<file path="config.mk">
export PLATFORM = sky130hd
export DESIGN_NAME = sccb_diag_apb_completer
export DESIGN_NICKNAME = d
export VERILOG_FILES = /design/src/rtl/sccb_diag_pkg.sv /design/src/rtl/sccb_diag_apb_completer_sat_counter.sv /design/src/rtl/sccb_diag_apb_completer.sv
export SDC_FILE = /design/constraint.sdc
export NUM_CORES = 1
export LEC_CHECK = 0
export ABC_AREA = 1
export ABC_CLOCK_PERIOD_IN_PS = 2000
export CORE_ASPECT_RATIO = 1.4
export CORE_MARGIN = 4
export CORE_UTILIZATION = 35
export CTS_CLUSTER_DIAMETER = 120
export DETAILED_ROUTE_END_ITERATION = 8
export SLEW_MARGIN = 20
export SYNTH_ARGS = -nofsm -noshare
export SYNTH_HDL_FRONTEND = slang
export SYNTH_SLANG_ARGS = --single-unit
</file>
<file path="constraint.sdc">
create_clock -name pclk -period 2 [get_ports pclk]
set_input_delay 0.3 -clock pclk [delete_from_list [all_inputs] [get_ports pclk]]
set_output_delay 0.3 -clock pclk [all_outputs]
set_load 0.03 [all_outputs]
</file>
<file path="src/rtl/sccb_diag_pkg.sv">
// Shared definitions for the SCCB link-diagnostic APB completer: register
// offsets, FSM state type, ID default and CTRL bit positions.
package sccb_diag_pkg;

  // Byte offsets of the register map
  localparam logic [7:0] OFF_ID       = 8'h00;
  localparam logic [7:0] OFF_SCRATCH  = 8'h04;
  localparam logic [7:0] OFF_CTRL     = 8'h08;
  localparam logic [7:0] OFF_RX_ERR   = 8'h0C;
  localparam logic [7:0] OFF_UPTIME   = 8'h10;
  localparam logic [7:0] OFF_DROP     = 8'h14;
  localparam logic [7:0] OFF_STATUS   = 8'h18;

  localparam logic [31:0] ID_DEFAULT = 32'h5343_4342;

  localparam int unsigned CTRL_CLEAR  = 0;
  localparam int unsigned CTRL_FREEZE = 1;

  typedef enum logic {
    StIdle,
    StWait
  } state_e;

endpackage

</file>
<file path="src/rtl/sccb_diag_apb_completer_sat_counter.sv">
// Saturating up-counter with synchronous clear and hold.
// Ports: clk, rst_n (async active-low), inc (count enable), clr (zero, wins
// over everything), hold (freeze value), count (current value).
module sat_counter #(
  parameter int unsigned WIDTH = 32
) (
  input  logic             clk,
  input  logic             rst_n,
  input  logic             inc,
  input  logic             clr,
  input  logic             hold,
  output logic [WIDTH-1:0] count
);

  logic [WIDTH-1:0] count_q, count_d;

  always_comb begin
    count_d = count_q;
    if (clr) begin
      count_d = '0;
    end else if (!hold && inc && (count_q != '1)) begin
      count_d = count_q + WIDTH'(1);
    end
  end

  always_ff @(posedge clk or negedge rst_n) begin
    if (!rst_n) begin
      count_q <= '0;
    end else begin
      count_q <= count_d;
    end
  end

  assign count = count_q;

endmodule

</file>
<file path="src/rtl/sccb_diag_apb_completer.sv">
// APB completer exposing SCCB link diagnostics (ID, scratch, control, error,
// uptime and drop counters, status) with configurable wait states.
// Ports: pclk/preset_n (clock, async active-low reset); APB completer side
// psel/penable/pwrite/paddr/pwdata/pstrb in, pready/prdata/pslverr out;
// link_up level and rx_err pulse from the link, both synchronous to pclk.
module sccb_diag_apb_completer
  import sccb_diag_pkg::*;
#(
  parameter int unsigned ADDR_WIDTH  = 10,
  parameter int unsigned WAIT_STATES = 1,
  parameter logic [31:0] ID_VALUE    = ID_DEFAULT
) (
  input  logic                  pclk,
  input  logic                  preset_n,
  input  logic                  psel,
  input  logic                  penable,
  input  logic                  pwrite,
  input  logic [ADDR_WIDTH-1:0] paddr,
  input  logic [31:0]           pwdata,
  input  logic [3:0]            pstrb,
  output logic                  pready,
  output logic [31:0]           prdata,
  output logic                  pslverr,
  input  logic                  link_up,
  input  logic                  rx_err
);

  state_e                state_q, state_d;
  logic [3:0]            wait_q, wait_d;
  logic [ADDR_WIDTH-1:0] addr_q;
  logic                  write_q;
  logic [31:0]           wdata_q;
  logic [3:0]            strb_q;
  logic [31:0]           scratch_q;
  logic                  freeze_q;
  logic                  link_q;
  logic                  pready_q, pslverr_q;
  logic [31:0]           prdata_q;

  logic                  latch, complete;
  logic [ADDR_WIDTH-1:0] acc_addr;
  logic                  acc_write;
  logic [31:0]           acc_wdata;
  logic [3:0]            acc_strb;
  logic [7:0]            off;
  logic                  upper_clear;
  logic                  acc_err;
  logic [31:0]           rd_data;
  logic                  wr_ok, clear_pulse;
  logic [31:0]           rx_err_count, uptime_count, drop_count;

  // In IDLE the live bus is used so a zero-wait transfer completes on its setup edge.
  assign acc_addr  = (state_q == StIdle) ? paddr  : addr_q;
  assign acc_write = (state_q == StIdle) ? pwrite : write_q;
  assign acc_wdata = (state_q == StIdle) ? pwdata : wdata_q;
  assign acc_strb  = (state_q == StIdle) ? pstrb  : strb_q;

  assign off         = acc_addr[7:0];
  assign upper_clear = (ADDR_WIDTH > 8) ? ((acc_addr >> 8) == '0) : 1'b1;

  always_comb begin
    state_d  = state_q;
    wait_d   = wait_q;
    latch    = 1'b0;
    complete = 1'b0;
    case (state_q)
      StIdle: begin
        if (psel && !penable) begin
          latch = 1'b1;
          if (WAIT_STATES == 0) begin
            complete = 1'b1;
          end else begin
            state_d = StWait;
            wait_d  = 4'(WAIT_STATES);
          end
        end
      end
      StWait: begin
        if (!psel) begin
          state_d = StIdle;  // aborted transfer: no response, no commit
        end else if (penable) begin
          wait_d = wait_q - 4'd1;
          if (wait_d == 4'd0) begin
            complete = 1'b1;
            state_d  = StIdle;
          end
        end
      end
      default: state_d = StIdle;
    endcase
  end

  always_comb begin
    acc_err = 1'b0;
    rd_data = '0;
    if ((acc_addr[1:0] != 2'b00) || !upper_clear || (off > OFF_STATUS)) begin
      acc_err = 1'b1;
    end else if (acc_write) begin
      acc_err = !((off == OFF_SCRATCH) || (off == OFF_CTRL));
    end else begin
      case (off)
        OFF_ID:      rd_data = ID_VALUE;
        OFF_SCRATCH: rd_data = scratch_q;
        OFF_CTRL:    rd_data[CTRL_FREEZE] = freeze_q;
        OFF_RX_ERR:  rd_data = rx_err_count;
        OFF_UPTIME:  rd_data = uptime_count;
        OFF_DROP:    rd_data = drop_count;
        OFF_STATUS:  rd_data[0] = link_up;
        default:     rd_data = '0;
      endcase
    end
  end

  assign wr_ok       = complete && acc_write && !acc_err;
  assign clear_pulse = wr_ok && (off == OFF_CTRL) && acc_wdata[CTRL_CLEAR];

  always_ff @(posedge pclk or negedge preset_n) begin
    if (!preset_n) begin
      state_q   <= StIdle;
      wait_q    <= '0;
      addr_q    <= '0;
      write_q   <= 1'b0;
      wdata_q   <= '0;
      strb_q    <= '0;
      scratch_q <= '0;
      freeze_q  <= 1'b0;
      link_q    <= 1'b0;
      pready_q  <= 1'b0;
      prdata_q  <= '0;
      pslverr_q <= 1'b0;
    end else begin
      state_q   <= state_d;
      wait_q    <= wait_d;
      link_q    <= link_up;
      pready_q  <= complete;
      pslverr_q <= complete && acc_err;
      prdata_q  <= (complete && !acc_write) ? rd_data : '0;
      if (latch) begin
        addr_q  <= paddr;
        write_q <= pwrite;
        wdata_q <= pwdata;
        strb_q  <= pstrb;
      end
      if (wr_ok && (off == OFF_SCRATCH)) begin
        for (int i = 0; i < 4; i++) begin
          if (acc_strb[i]) scratch_q[8*i +: 8] <= acc_wdata[8*i +: 8];
        end
      end
      if (wr_ok && (off == OFF_CTRL)) begin
        freeze_q <= acc_wdata[CTRL_FREEZE];
      end
    end
  end

  sat_counter #(.WIDTH(32)) u_rx_err_cnt (
    .clk   (pclk),
    .rst_n (preset_n),
    .inc   (rx_err),
    .clr   (clear_pulse),
    .hold  (freeze_q),
    .count (rx_err_count)
  );

  // Uptime ignores FREEZE and CLEAR; losing the link zeroes it.
  sat_counter #(.WIDTH(32)) u_uptime_cnt (
    .clk   (pclk),
    .rst_n (preset_n),
    .inc   (1'b1),
    .clr   (!link_up),
    .hold  (1'b0),
    .count (uptime_count)
  );

  sat_counter #(.WIDTH(32)) u_drop_cnt (
    .clk   (pclk),
    .rst_n (preset_n),
    .inc   (link_q && !link_up),
    .clr   (clear_pulse),
    .hold  (freeze_q),
    .count (drop_count)
  );

  assign pready  = pready_q;
  assign prdata  = prdata_q;
  assign pslverr = pslverr_q;

endmodule

</file>
==> results of run 1 <==
repair_timing:
item | 4_1_cts | 5_1_grt
resized for setup | 10 | 145
endpoints found under the hold margin | 44 | 0
hold buffers | 1 | 0
pin swaps | 0 | 31
endpoints found under the setup margin | 106 | 130
buffers inserted | 3 | 16
gates cloned | 0 | 9
cell usage after synthesis (2+ instances only):
| cell type | count |
|---|---|
| nor2_1 | 257 |
| o21ai_1 | 7 |
| xor2_1 | 17 |
| o21ai_2 | 4 |
| o31ai_1 | 7 |
| clkinv_1 | 2 |
| buf_2 | 25 |
| or2_2 | 11 |
| nor2_2 | 4 |
| nor3_1 | 36 |
| mux2_2 | 5 |
| clkbuf_1 | 19 |
| dfrtp_1 | 216 |
| nand3b_1 | 2 |
| xnor2_1 | 9 |
| nor2_4 | 5 |
| nand3_1 | 108 |
| o22ai_1 | 2 |
| buf_6 | 3 |
| buf_4 | 4 |
| o21ai_0 | 123 |
| ha_1 | 5 |
| nand2_1 | 527 |
| nor4_1 | 3 |
| nand2_2 | 6 |
| inv_1 | 179 |
| nand4_2 | 4 |
| nand4_1 | 47 |
| a31o_2 | 3 |
| nand3_2 | 2 |
| a21oi_1 | 13 |
| buf_1 | 3 |
| inv_2 | 6 |
final timing paths:
check | cells past startpoint | slack, ps | end | startpoint
min in group pclk | 3 | 340 | wdata_q[20] | pwdata[20]
worst max-delay path | 13 | -20 | u_rx_err_cnt.count[13] | state_q
worst min register to register | 2 | 480 | scratch_q[24] | scratch_q[24]
worst min-delay path | 2 | 270 | wait_q[2] | preset_n
max in group asynchronous | 3 | 1090 | u_uptime_cnt.count[30] | preset_n
worst max register to register | 13 | -20 | u_rx_err_cnt.count[13] | state_q
final cells by class:
type                       count  area [sq um]  share of cell area, %
multi-input combinational   1213          5970                   37.4
clock inverter                11           215                   1.35
timing repair buffer         234          2380                   14.9
inverter                     188           718                   4.51
tap                          445           557                   3.49
clock buffer                  32           692                   4.34
sequential                   216          5410                   33.9
per-layer routing:
layer	routed length, um	share of wire (%)	vias up
met5	0	0	-
met3	1720	4.5	82
met4	1610	4.2	0
met1	15400	40	5437
li1	-	-	5701
met2	19500	51	296
flip-flops by register name, summed over array words and instances, names as in the netlist, 10 cells and up:
name / cells
scratch_q: 32
wdata_q: 32
addr_q: 10
u_drop_cnt.count: 32
u_uptime_cnt.count: 32
u_rx_err_cnt.count: 32
prdata: 32
cell families (layout without fill, tap and decap cells):
group                      Yosys count  after routing  synth area share [%]
AOI/OAI and AO/OA                  161            161                  7.21
xor gates and xnor gates            26             26                  1.92
adders and majority gates            5              5                 0.526
buffers and inverters              242            465                  8.24
DFF                                216            216                  45.5
muxes                                5              5                 0.474
and+or+nand+nor                   1016           1016                  36.2
cells in the final DEF, fill, tap and decap left out, drive strengths merged:
cell type / n
dlygate4sd3: 1
xor2: 17
o22ai: 2
buf: 143
clkbuf: 37
nand4: 51
clkinv: 5
ha: 5
dfrtp: 216
nor4: 3
or2: 12
bufinv: 6
o21bai: 1
a31o: 3
nand2: 533
nand3: 111
inv: 187
mux2: 5
nor2: 266
nor3: 38
o21ai: 134
nand3b: 2
xnor2: 9
clkinvlp: 1
o211ai: 1
clkdlybuf4s50: 85
a21oi: 13
o31ai: 7
critical path, cell delays in order (launching register included):
cell       delay, ps
dfrtp_2          470
buf_6            160
nand2_4           60
o21ai_4           80
inv_2            110
nand2_2           60
nand2_2           80
nand2_4           80
inv_2             60
nand4_1          180
nor2_4           170
buf_12           150
clkbuf_16        180
nor2_1            60
stage by stage:
stage	setup TNS, ps	cell area [sq um]	worst slack (ps)
after floorplan	0	11900	153
after global placement	-12500	14200	-235
after detailed placement	-16690	14200	-264
after CTS	-5.12	15100	-2.58
after global routing	-6800	15900	-123
final	-188	15900	-21.2
power groups by stage:
stage          Sequential (uW)  Combinational (uW)  Clock (uW)
2_1_floorplan             5210                1420           0
3_3_place_gp              5260                2180           0
3_5_place_dp              5280                2240           0
4_1_cts                   5200                2300        5230
5_1_grt                   5280                2860        5420
6_report                  5230                2530        5120
==> results_dict.tcl, run 1 <==
set metrics [dict create \
    first_global_vias 11200 \
    cts_max_level 1 \
    p_switching_uw 3790 \
    antenna_cells 0 \
    antenna_found_initial 0 \
    seqPwrFrac_pct 40.6 \
    track_usage_pct 19.7 \
    die_area_sq_um 37000 \
    dp.cells 2268 \
    combPwrFrac_pct 19.7 \
    syn_avg_cell_area_sq_um 7.11 \
    fin_crit_sh_pct 101 \
    grt_pass1_wl_um 58300 \
    clk_pin_slew_ps 60 \
    run_status "finished with violations" \
    drt_iter0_drc 631 \
    io_buffers 86 \
    setup.worst_path.end_class "flip-flop" \
    synth.ff_latch_count 216 \
    hold_ws_ps 274 \
    use_met1_pct 23.9 \
    p_int_uw 9090 \
    synth_top_area_share_pct 45.5 \
    area_growth_pct 34.1 \
    die_h_um 226 \
    p_sw_share_pct 29.4 \
    fin_util_pct 47.7 \
    slew_violations 0 \
    num_vias 11500 \
    ys_seq_area_share_pct 45.5 \
    gp_congestion 1.01 \
    row_count 79 \
    yosysTopAreaCell "dfrtp_1" \
    fmax_ghz 0.495 \
    synthArstFlopShare_pct 100 \
    critPathLaunchType "flip-flop" \
    cp_max_fo 10 \
    irDropWorstVdd_uv 569 \
    syn_inst 1671 \
    rsz0062_at_grt "yes" \
    grt_util_met2_pct 35.5 \
    fin_nets 1936 \
    synth_area_leaders "dfrtp_1 45%, nand2_1 17%, nor2_1 8.1%" \
    cts_buffers 25 \
    io_pins 87 \
    hold_path_class "in -> async" \
    syn-num-nets 1729 \
    dp_hpwl_um 27400 \
    synth_area_sq_um 11900 \
    cts_root_buf "clkbuf_16" \
    period_needed_ps 2020 \
    finalClockSkew_ps 10.1 \
    die_w_um 164 \
    first_pass_iters 5 \
    power_uw 12900 \
    synth-edff-count 0 \
    cts_sinks 216 \
    setup_violations 18 \
    core_area_sq_um 33400 \
    worst_slack_ps -21.2 \
    arrival_ps 2450 \
    leakage_uw 0.00781 \
    synth_flop_cell "dfrtp_1" \
    drive_gt1_share_pct 17.1 \
    cts_buffer_depth 3 \
    ys_warn_count 0 \
    wl_um 38200 \
    ant_nets 0 \
    max_slew_margin_pct 61.3 \
    start_util_pct 35.6 \
    worst_pin_slew_ps 581 \
    violations "negative setup slack" \
    p_per_area_nw_per_um2 808 \
    hold_viol 0 \
    grt.overflow.total 0 \
    n_fill_cell 3406 \
    ys_types 40 \
    clock_latency_ps 540 \
    final_cell_count_no_fill 2339 \
    vias_per_cell 4.92 \
    required_ps 2430 \
    wl_per_cell_um 16.3 \
    busiest_layer "met2" \
    path_class "reg -> reg" \
    grt_use_met3_pct 2.04 \
    grt_max_degree 71 \
    cap_violations 0 \
    cts_tree "done" \
    drc 0 \
    clkPwrFrac_pct 39.7 \
]
No activity file was read; power rests on OpenSTA's default activity.
==> run 2, diff against run 1 <==
- CORE_UTILIZATION: 35 -> 59
- PLACE_DENSITY: not set -> 0.8
==> run 2 against run 1 <==
The run still ends with negative setup slack left. Worst hold slack better by 55 ps. First-iteration DRC count rose by 70%. Largest power group unchanged. Combinational power up 5%.
==> results_dict.tcl, run 2 (same netlist as run 1, synthesis figures left out) <==
set metrics [dict create \
    grt_max_degree 71 \
    n_fill_cell 1397 \
    first_global_vias 11300 \
    wl_per_cell_um 18.6 \
    die_area_sq_um 22500 \
    dpl_cell_area_sq_um 13800 \
    fin_crit_sh_pct 107 \
    rsz0062_at_grt "yes" \
    die_w_um 128 \
    grt.overflow.total 0 \
    final_common_cell "nand2_1" \
    cts_max_level 1 \
    clock_latency_ps 510 \
    power_uw 12400 \
    num_vias 12200 \
    irDropWorstVdd_uv 776 \
    fmax_ghz 0.467 \
    run_status "finished with violations" \
    antenna_found_initial 0 \
    cp_max_fo 6 \
    critical-path-top-delay-family "simple AND/OR/NAND/NOR gates" \
    fin_util_pct 78.3 \
    first_pass_iters 6 \
    cts_root_buf "clkbuf_16" \
    final_cell_count_no_fill 2137 \
    core_area_sq_um 19800 \
    setup.worst_path.end_class "flip-flop" \
    cpPeakStageDelay_ps 480 \
    multiInputGateArea_sq_um 5920 \
    grt_pass1_wl_um 56100 \
    clk_pin_slew_ps 60 \
    ant_nets 0 \
    area_growth_pct 30.7 \
    dp_hpwl_um 25700 \
    die_h_um 176 \
    setup_violations 89 \
    crit_slowest_cell "dfrtp_2" \
    period_needed_ps 2140 \
    critPathLaunchType "flip-flop" \
    slew_violations 0 \
    cts_tree "done" \
    critPathBufInv 4 \
    stdcell_area_sq_um 15500 \
    row_count 61 \
    wl_um 39700 \
    vias_per_cell 5.73 \
    track_usage_pct 31.0 \
    seq_area_sq_um 5410 \
    path_class "reg -> reg" \
    cap_violations 0 \
    io_pins 87 \
    worst_pin_slew_ps 577 \
    required_ps 2400 \
    drt_iter0_drc 1073 \
    fin_nets 1928 \
    max_slew_margin_pct 61.6 \
    leakage_uw 0.00769 \
    cts_buffers 22 \
    drive_gt1_share_pct 16.7 \
    dp.cells 2062 \
    p_per_area_nw_per_um2 801 \
    final_cell_mix "496 x nand2_1, 228 x nor2_1, 215 x dfrtp_1" \
    antenna_cells 0 \
    hold_viol 0 \
    worst_slack_ps -140 \
    io_buffers 86 \
    drc 0 \
    gp_congestion 0.982 \
    finalClockSkew_ps 12.7 \
    cts_buffer_depth 3 \
    cts_sinks 216 \
    arrival_ps 2540 \
    path_cells "buf_4 -> nand2_2 -> o21ai_4 -> inv_2 -> nand3_2 -> nor2_4 -> nand4_1 -> nor2_4 -> buf_12 -> buf_6 -> nor2_1" \
    cpMostUsedCell "nor2_4" \
    violations "negative setup slack" \
    start_util_pct 59.9 \
    hold_path_class "in -> async" \
]
-- run 2: worst paths after layout --
kind,from,to,slack (ps),cells after the start
worst max-delay path,state_q,u_rx_err_cnt.count[12],-140,11
worst min-delay path,preset_n,u_uptime_cnt.count[17],330,2
worst max register to register,state_q,u_rx_err_cnt.count[12],-140,11
worst min register to register,scratch_q[31],scratch_q[31],480,2
max in group asynchronous,preset_n,wdata_q[14],940,3
min in group pclk,pwdata[28],wdata_q[28],360,3
-- run 2: metrics by stage --
step | worst slack [ps] | hold slack (ps) | setup TNS (ps)
floorplan | 153 | 4.41 | 0
CTS | -33.7 | 338 | -237
global route | -233 | 363 | -16180
finish | -140 | 330 | -5340
detailed placement | -188 | 305 | -15620
global placement | -111 | 305 | -7420
-- run 2: area by class of cell --
| type | instances | share of cell area (%) |
|---|---|---|
| inverter | 188 | 4.65 |
| clock inverter | 11 | 1.05 |
| clock buffer | 28 | 4.08 |
| tap | 252 | 2.03 |
| timing repair buffer | 229 | 15.3 |
| sequential | 216 | 34.8 |
| multi-input combinational | 1213 | 38.1 |
-- run 2: where the power goes --
part | internal, uW | switching, uW | total (uW)
combinational | 1020 | 1620 | 2650
clock | 2760 | 1790 | 4550
sequential | 4840 | 406 | 5250
total | 8620 | 3820 | 12400
-- run 2: worst register-to-register path: stages (launching register included) --
cell	delay [ps]
dfrtp_2	480
buf_4	190
nand2_2	70
o21ai_4	80
inv_2	110
nand3_2	140
nor2_4	170
nand4_1	190
nor2_4	230
buf_12	160
buf_6	150
nor2_1	60
-- run 2: layer usage --
metal | global-route usage, % | wire, um
met4 | 16.9 | 3170
met1 | 37.2 | 13800
met3 | 3.00 | 2640
met2 | 54.6 | 20100
met5 | 0 | 0
-- run 2: repair_timing --
| item | CTS | global route |
|---|---|---|
| setup endpoints to repair | 114 | 129 |
| setup buffers | 5 | 17 |
| gates resized for setup | 11 | 149 |
| pin swaps | 0 | 21 |
| hold buffers | 1 | 0 |
| cloned | 0 | 13 |
| endpoints found under the hold margin | 45 | 0 |
==> run 3, diff against run 2 <==
- GPL_TIMING_DRIVEN: not set -> 0
==> run 3 against run 2 <==
The flow still finishes with violations (negative setup slack). Critical path type unchanged. Via count down 1.9%. Sequential power about the same. Utilization shrank 1.2 points. First-iteration DRC count up 4.8%. Highest routed layer unchanged. Final area down 1.6%. Largest power group unchanged. Clock skew decreased by 3.5 ps. Critical endpoint is now prdata[7]. Wire length is 2.6% lower. Setup slack got worse by 120 ps.
==> results_dict.tcl, run 3 (same netlist as run 1, synthesis figures left out) <==
set metrics [dict create \
    hold_path_class "in -> reg" \
    ant_nets 0 \
    stdcell_area_sq_um 15300 \
    power_uw 12000 \
    io_buffers 86 \
    die_h_um 176 \
    setup.worst_path.end_class "flip-flop" \
    final_cell_mix "496 x nand2_1, 215 x dfrtp_1, 201 x nor2_1" \
    cts_buffers 23 \
    row_count 61 \
    fin_crit_sh_pct 113 \
    wl_um 38700 \
    final_common_cell "nand2_1" \
    area_growth_pct 28.6 \
    critPathLaunchType "flip-flop" \
    violations "negative setup slack" \
    slew_violations 0 \
    clk_pin_slew_ps 60 \
    drt_iter0_drc 1124 \
    grt_max_degree 77 \
    cts_root_buf "clkbuf_16" \
    critPathBufInv 5 \
    worst_pin_slew_ps 608 \
    hold_viol 0 \
    wl_per_cell_um 18.3 \
    io_pins 87 \
    critical-path-top-delay-family "simple AND/OR/NAND/NOR gates" \
    drive_gt1_share_pct 16.4 \
    track_usage_pct 32.5 \
    die_area_sq_um 22500 \
    cp_max_fo 6 \
    final_cell_count_no_fill 2109 \
    arrival_ps 2700 \
    grt.overflow.total 0 \
    cp.depth 13 \
    rsz0062_at_grt "yes" \
    holdPathStages 1 \
    leakage_uw 0.00746 \
    max_slew_margin_pct 59.5 \
    cts_max_level 1 \
    setup_violations 128 \
    core_area_sq_um 19800 \
    antenna_cells 0 \
    worst_slack_ps -261 \
    fin_nets 1902 \
    drc 0 \
    finalClockSkew_ps 9.22 \
    dp_hpwl_um 26900 \
    n_fill_cell 1460 \
    antenna_found_initial 0 \
    vias_per_cell 5.69 \
    path_class "reg -> reg" \
    required_ps 2430 \
    timing.setup.tns_ps -16800 \
    num_vias 12000 \
    dpl_cell_area_sq_um 13100 \
    path_cells "buf_6 -> inv_8 -> nor2_2 -> nand2_1 -> nand2_2 -> inv_2 -> nor2_4 -> nand2_4 -> buf_4 -> nor3_4 -> nand2_4 -> clkbuf_16 -> nor2_4" \
    p_per_area_nw_per_um2 783 \
    period_needed_ps 2260 \
    fmax_ghz 0.442 \
    first_global_vias 11400 \
    gp_congestion 0.998 \
    cts_tree "done" \
    grt_pass1_wl_um 58200 \
    die_w_um 128 \
    run_status "finished with violations" \
    first_pass_iters 5 \
    irDropWorstVdd_uv 784 \
    reg2reg_depth 13 \
    cts_buffer_depth 3 \
    clock_latency_ps 510 \
    start_util_pct 59.9 \
    dp.cells 2011 \
    cts_sinks 216 \
    cpPeakStageDelay_ps 400 \
    crit_slowest_cell "dfrtp_1" \
    cap_violations 0 \
]
==> run 3: layer usage <==
| metal | track usage [%] | up-vias | wire length (um) |
|---|---|---|---|
| li1 | - | 5628 | - |
| met1 | 38.3 | 5693 | 14400 |
| met2 | 57.4 | 519 | 19300 |
| met3 | 3.24 | 169 | 1960 |
| met4 | 18.4 | 0 | 3030 |
| met5 | 0 | - | 0 |
==> run 3: through the flow <==
stage / worst slack, ps / util (%) / hold slack, ps
global placement: -8500 / 65.8 / 464
global route: -318 / 77.1 / 262
detailed placement: -723 / 66.1 / 286
CTS: -91.1 / 72.3 / 252
floorplan: 153 / - / 4.41
finish: -261 / 77.1 / 255
==> run 3: timing repair <==
item                                    in CTS  in global routing
pin swaps                                   16                 29
endpoints found under the setup margin     156                168
gates cloned                                 3                  7
gates resized for setup                     94                181
setup buffers                               26                 23
hold buffers                                 1                  0
hold endpoints to repair                    68                  0
==> run 3: layout make-up <==
type	count	area (sq um)	share of cell area, %
Timing Repair Buffer	147	1530	9.98
Sequential cell	216	5410	35.4
Multi-Input combinational cell	1213	6140	40.1
Clock buffer	36	664	4.34
Tap cell	252	315	2.06
Timing Repair inverter	1	6.26	0.0409
Buffer	54	473	3.09
Inverter	188	728	4.76
Clock inverter	2	35.0	0.229
==> run 3: final timing paths <==
check,from,slack [ps],end
max,state_q,-260,prdata[7]
min,link_up,260,link_q
max reg2reg,state_q,-260,prdata[7]
min reg2reg,scratch_q[17],480,scratch_q[17]
max in group asynchronous,preset_n,910,scratch_q[27]
min in group asynchronous,preset_n,320,u_uptime_cnt.count[20]
==> run 3: worst reg2reg max path, delay by kind of cell (launching register included) <==
| family | cells | cell delay (ps) |
|---|---|---|
| buffers and inverters | 5 | 700 |
| flip-flops | 1 | 400 |
| AND/OR/NAND/NOR | 8 | 1090 |
==> run 3: power breakdown <==
group	switching, uW	leakage (uW)	internal, uW
clock	1720	0.000341	2390
sequential	416	0.00274	4840
combinational	1600	0.00438	1010
total	3740	0.00746	8240
==> variant 1 (config.mk and constraints of run 2) <==
Change the parameter `ADDR_WIDTH` from 10 to 9.
--- a/src/rtl/sccb_diag_apb_completer.sv
+++ b/src/rtl/sccb_diag_apb_completer.sv
@@ -7,5 +7,5 @@
   import sccb_diag_pkg::*;
 #(
-  parameter int unsigned ADDR_WIDTH  = 10,
+  parameter int unsigned ADDR_WIDTH  = 9,
   parameter int unsigned WAIT_STATES = 1,
   parameter logic [31:0] ID_VALUE    = ID_DEFAULT
Ports: changed (resized paddr); port bits go from 87 to 86. No check against the original RTL was run, so the function may have changed too.
==> variant 1 against run 2 <==
  * Area after synthesis is 0.33% lower
  * Power fell by 1.3%
  * Setup slack better by 84 ps
  * The flow still finishes with violations (negative setup slack)
  * Critical endpoint is now scratch_q[0]$_DFFE_PN0P_
  * Non-clock buffer count down 15
  * Design area is 3.5% lower
  * Count of clock-buffer cells in the layout up 4
  * Routed wire length is 9.2% lower
  * Sequential cell count decreased by 1
  * Synthesized cell count shrank 0.30%
==> variant 1: results (changes against run 2) <==
| Metric | Value |
|---|---|
| Tightest Pin Transition | 494.4 ps (-82.17 ps) |
| Synth unique cells | 41 (+2.5%) |
| Max Clk Rate | 486.4 MHz (+4.1%) |
| Routed vias | 11.88k (-3.0%) |
| Largest net degree at the start of global routing | 77 (+8.5%) |
| Lkg Pwr | 7.632 nW (-0.79%) |
| Drt first pass iters | 5 (-1) |
| Final setup violation count | 27 (-70%) |
| Slowest cell on crit path | dfrtp_1 |
| First DRT Iteration DRCs | 932 (-13%) |
| Critical path peak fanout | 12 (+6) |
| Post-synth top cells | 527 x nand2_1, 250 x nor2_1, 215 x dfrtp_1 |
| Area contributors post-synth | dfrtp_1 45%, nand2_1 17%, nor2_1 7.9% |
| Failing checks | negative setup slack |
| Clk_skew | 8.346 ps (-4.398 ps) |
| I/O Buffers | 85 (-1.2%) |
| Layout cells sized above 1 | 14.64% (-2.0 points) |
| Final WS setup | -56.03 ps (+84.37 ps) |
| Status | complete, but fails checks |
| Setup TNS | -603.4 ps (+4740 ps) |
| Vias in the first global route | 11.46k (+1.5%) |
| Critical Path Max Stage Delay | 370 ps (-110 ps) |
| Nets | 1904 (-1.2%) |
| HPWL after detailed placement | 25.49 mm (-0.97%) |
| First-pass GRT wire length | 55.41 mm (-1.2%) |
| Syn nets | 1723 (-0.35%) |
| RD Place Congestion | 0.9761 (-0.59%) |
| Met3 wire len | 2.201 mm (-17%) |
| WP data arrival | 2500 ps (-40 ps) |
| CTS buffer count | 23 (+4.5%) |
| Critical Path Source | wait_q[1]$_DFFE_PN0P_ |
| Met2 WL | 18.29 mm (-8.9%) |
| WL met1 | 13.69 mm (-1.1%) |
| Total Routing Usage GR | 30.33% (-0.71 points) |
| Fillcell total | 1538 (+10%) |
| Peak supply drop | 0.8385 mV (+8.0%) |
| Pre-CTS WS | -234.1 ps (-46.32 ps) |
==> variant 1: changes by cell type after synthesis, moves of 3 or more <==
cell | before | now
o21ai_2 | 4 | 1
o21ai_1 | 7 | 14
nor2_1 | 257 | 250
nand3_1 | 108 | 121
or2_2 | 11 | 18
buf_6 | 3 | 6
inv_1 | 179 | 169
nand3_2 | 2 | 5
nand4_2 | 4 | 1
a31o_2 | 3 | 0
o21ai_0 | 123 | 114
==> variant 1: worst max-delay path, delay by kind of cell (launching register included) <==
kind | cells | cell delay [ps]
xor gates and xnor gates | 1 | 180
and+or+nand+nor | 6 | 760
DFF | 1 | 370
adders and majority gates | 1 | 170
buffers and inverters | 4 | 490
==> variant 1: timing repair <==
action	in CTS	in global routing
hold buffers	1	0
buffers inserted	0	13
gates resized for setup	4	89
cloned	0	6
setup endpoints to repair	45	128
hold endpoints to repair	34	0
pin swaps	0	11
==> variant 1: layout make-up <==
type | instances | area [µm²] | area share (%)
Clock inverter | 4 | 20.02 | 0.1336
Timing Repair Buffer | 214 | 2187 | 14.59
Tap cell | 252 | 315.3 | 2.103
Clock buffer | 32 | 649.4 | 4.332
Multi-Input combinational cell | 1219 | 5783 | 38.58
Inverter | 174 | 653.1 | 4.357
Sequential cell | 215 | 5381 | 35.90
==> variant 1: cell families after synthesis <==
kind of cell             share of synthesized area (%)
multiplexers                                    0.4752
XOR/XNOR                                         1.848
buffers and inverters                            8.131
AND/OR/NAND/NOR                                  36.87
adder cells (fa/ha/maj)                         0.5280
AO/OA/AOI/OAI                                    6.737
flip-flops                                       45.41
==> variant 1: worst paths after layout <==
path	end	slack, ps	cells past startpoint
setup reg to reg	scratch_q[0]$_DFFE_PN0P_	-60	12
hold / removal	u_uptime_cnt.count[10]$_DFFE_PN0P_	270	2
setup / recovery	scratch_q[0]$_DFFE_PN0P_	-60	12
hold reg to reg	scratch_q[20]$_DFFE_PN0P_	480	2
min in group pclk	wdata_q[12]$_DFFE_PN0P_	370	3
max in group asynchronous	state_q$_DFF_PN0_	1000	3
==> variant 1: metrics by stage <==
step / cells / area [µm²] / hold WS [ps]
after global routing: 2110 / 14990 / 299.6
after global placement: 2054 / 13760 / 248.5
final: 2110 / 14990 / 273.5
after detailed placement: 2054 / 13760 / 250.6
after CTS: 2091 / 14450 / 286.7
after floorplan: 1666 / 11850 / 4.409
==> variant 1: power by group <==
group / switching [mW] / internal (mW)
clock: 1.70 / 2.24
sequential: 0.453 / 4.90
combinational: 1.82 / 1.17
==> variant 1: per-layer routing <==
metal | up-vias | global-route usage [%]
met2 | 538 | 54.15
met1 | 5543 | 36.78
li1 | 5652 | -
met5 | - | 0
met4 | 0 | 12.57
met3 | 151 | 3.681
==> variant 2 (settings of run 2) <==
Without the edit above. Register the output `pslverr` once more, cleared by the reset; this adds one clock of latency there. The other outputs are not delayed to match.
--- a/src/rtl/sccb_diag_apb_completer.sv
+++ b/src/rtl/sccb_diag_apb_completer.sv
@@ -183,5 +183,11 @@
   assign pready  = pready_q;
   assign prdata  = prdata_q;
-  assign pslverr = pslverr_q;
+  always_ff @(posedge pclk or negedge preset_n) begin
+    if (!preset_n) begin
+      pslverr <= '0;
+    end else begin
+      pslverr <= pslverr_q;
+    end
+  end
 
 endmodule
Formal check against the unedited RTL: not equivalent (a bounded check fails within 4 cycles, from zero or initial values and one cycle with preset_n low).
==> variant 2 against run 2 <==
  * The flow still finishes with violations (negative setup slack)
  * First-iteration DRC count down 5.2%
  * Power down 3.2%
  * Fmax up 3.1%
  * Setup slack better by 64 ps
  * Design area down 0.73%
  * Critical path depth unchanged
  * Routed wire length down 4.4%
  * Area after synthesis up 0.21%
  * Sequential cell count up 1
  * Critical path type unchanged
  * Critical endpoint is now prdata[17]$_DFF_PN0_
  * Largest cell class unchanged
  * Highest routed layer unchanged
==> variant 2: results (changes against run 2) <==
| Metric | Value |
|---|---|
| Failing checks | negative setup slack |
| Vias in the first global route | 11.47k (+1.5%) |
| Area contributors post-synth | dfrtp_1 46%, nand2_1 17%, nor2_1 8.1% |
| Post-synthesis xor/xnor area fraction | 1.912% (-0.0040 points) |
| Setup TNS | -3175 ps (+2169 ps) |
| Synth Area in Compound Gates | 7.195% (-0.015 points) |
| Sequential-to-total area share from yosys stat | 45.58% (+0.11 points) |
| Adder-Cell Fraction of Synth Area | 0.5252% (-0.0011 points) |
| Clk_skew | 12.59 ps (-0.1584 ps) |
| Cell-internal power | 8.285 mW (-3.9%) |
| HPWL after detailed placement | 25.95 mm (+0.81%) |
| Drt first pass iters | 8 (+2) |
| Nets | 1919 (-0.47%) |
| RD Place Congestion | 0.9836 (+0.17%) |
| Final WS setup | -76.15 ps (+64.25 ps) |
| Reg2reg end | prdata[17]$_DFF_PN0_ |
| Gate Count Post-Synth | 1672 (+0.060%) |
| First-pass GRT wire length | 55.88 mm (-0.33%) |
| CTS buffer count | 23 (+4.5%) |
| Post-synth top cells | 527 x nand2_1, 257 x nor2_1, 217 x dfrtp_1 |
| Critical path peak fanout | 27 (+21) |
| Reg2reg setup slack | -80 ps (+60 ps) |
| Layout cells sized above 1 | 17.47% (+0.82 points) |
| Final setup violation count | 98 (+10%) |
| First DRT Iteration DRCs | 1017 (-5.2%) |
| Status | complete, but fails checks |
variant 2: cell types whose count changed in the layout (fill, tap and decap cells not counted), sizes merged:
cell / change
buf: -13
clkbuf: +8
bufinv: -4
clkinv: +2
clkinvlp: -2
dfrtp: +1
variant 2: what timing repair did:
item,in CTS,in global routing
endpoints found under the setup margin,115,132
hold buffers,1,0
buffers inserted,4,10
pin swaps,4,42
hold endpoints to repair,53,0
gates resized for setup,18,160
gates cloned,0,12
variant 2: final cells by class:
cell class / instances / area (µm²)
clock inverter: 5 / 25.02
multi-input combinational: 1213 / 6000
tap: 252 / 315.3
timing repair buffer: 216 / 2238
inverter: 188 / 716.9
sequential: 217 / 5433
clock buffer: 36 / 684.4
timing repair inverter: 2 / 12.51
fill: 1424 / 4419
variant 2: power by group through the flow:
stage / registers (mW) / logic, mW / clock network, mW
after floorplan: 5.23 / 1.42 / 0
after global placement: 5.28 / 2.09 / 0
after detailed placement: 5.31 / 2.18 / 0
after CTS: 5.23 / 2.29 / 4.13
after global routing: 5.32 / 2.97 / 4.31
final: 5.28 / 2.68 / 4.09
variant 2: through the flow:
stage / utilization, % / setup slack (ps)
floorplan: - / 153.4
global placement: 69.47 / -167.6
detailed placement: 69.47 / -217.7
CTS: 73.64 / 0.5573
global route: 77.73 / -159.0
finish: 77.73 / -76.15
variant 2: critical path: cells and delay by family, from the launching register on:
family	cells	cell delay, ps
buffers and inverters	3	470
and+or+nand+nor	8	1010
DFF	1	470
variant 2: layer usage:
metal | global-route usage (%) | up-vias | part of all wire, %
met3 | 3.027 | 183 | 5.7
li1 | - | 5664 | -
met4 | 17.61 | 0 | 8.7
met5 | 0 | - | 0
met2 | 55.29 | 542 | 50
met1 | 35.72 | 5584 | 35
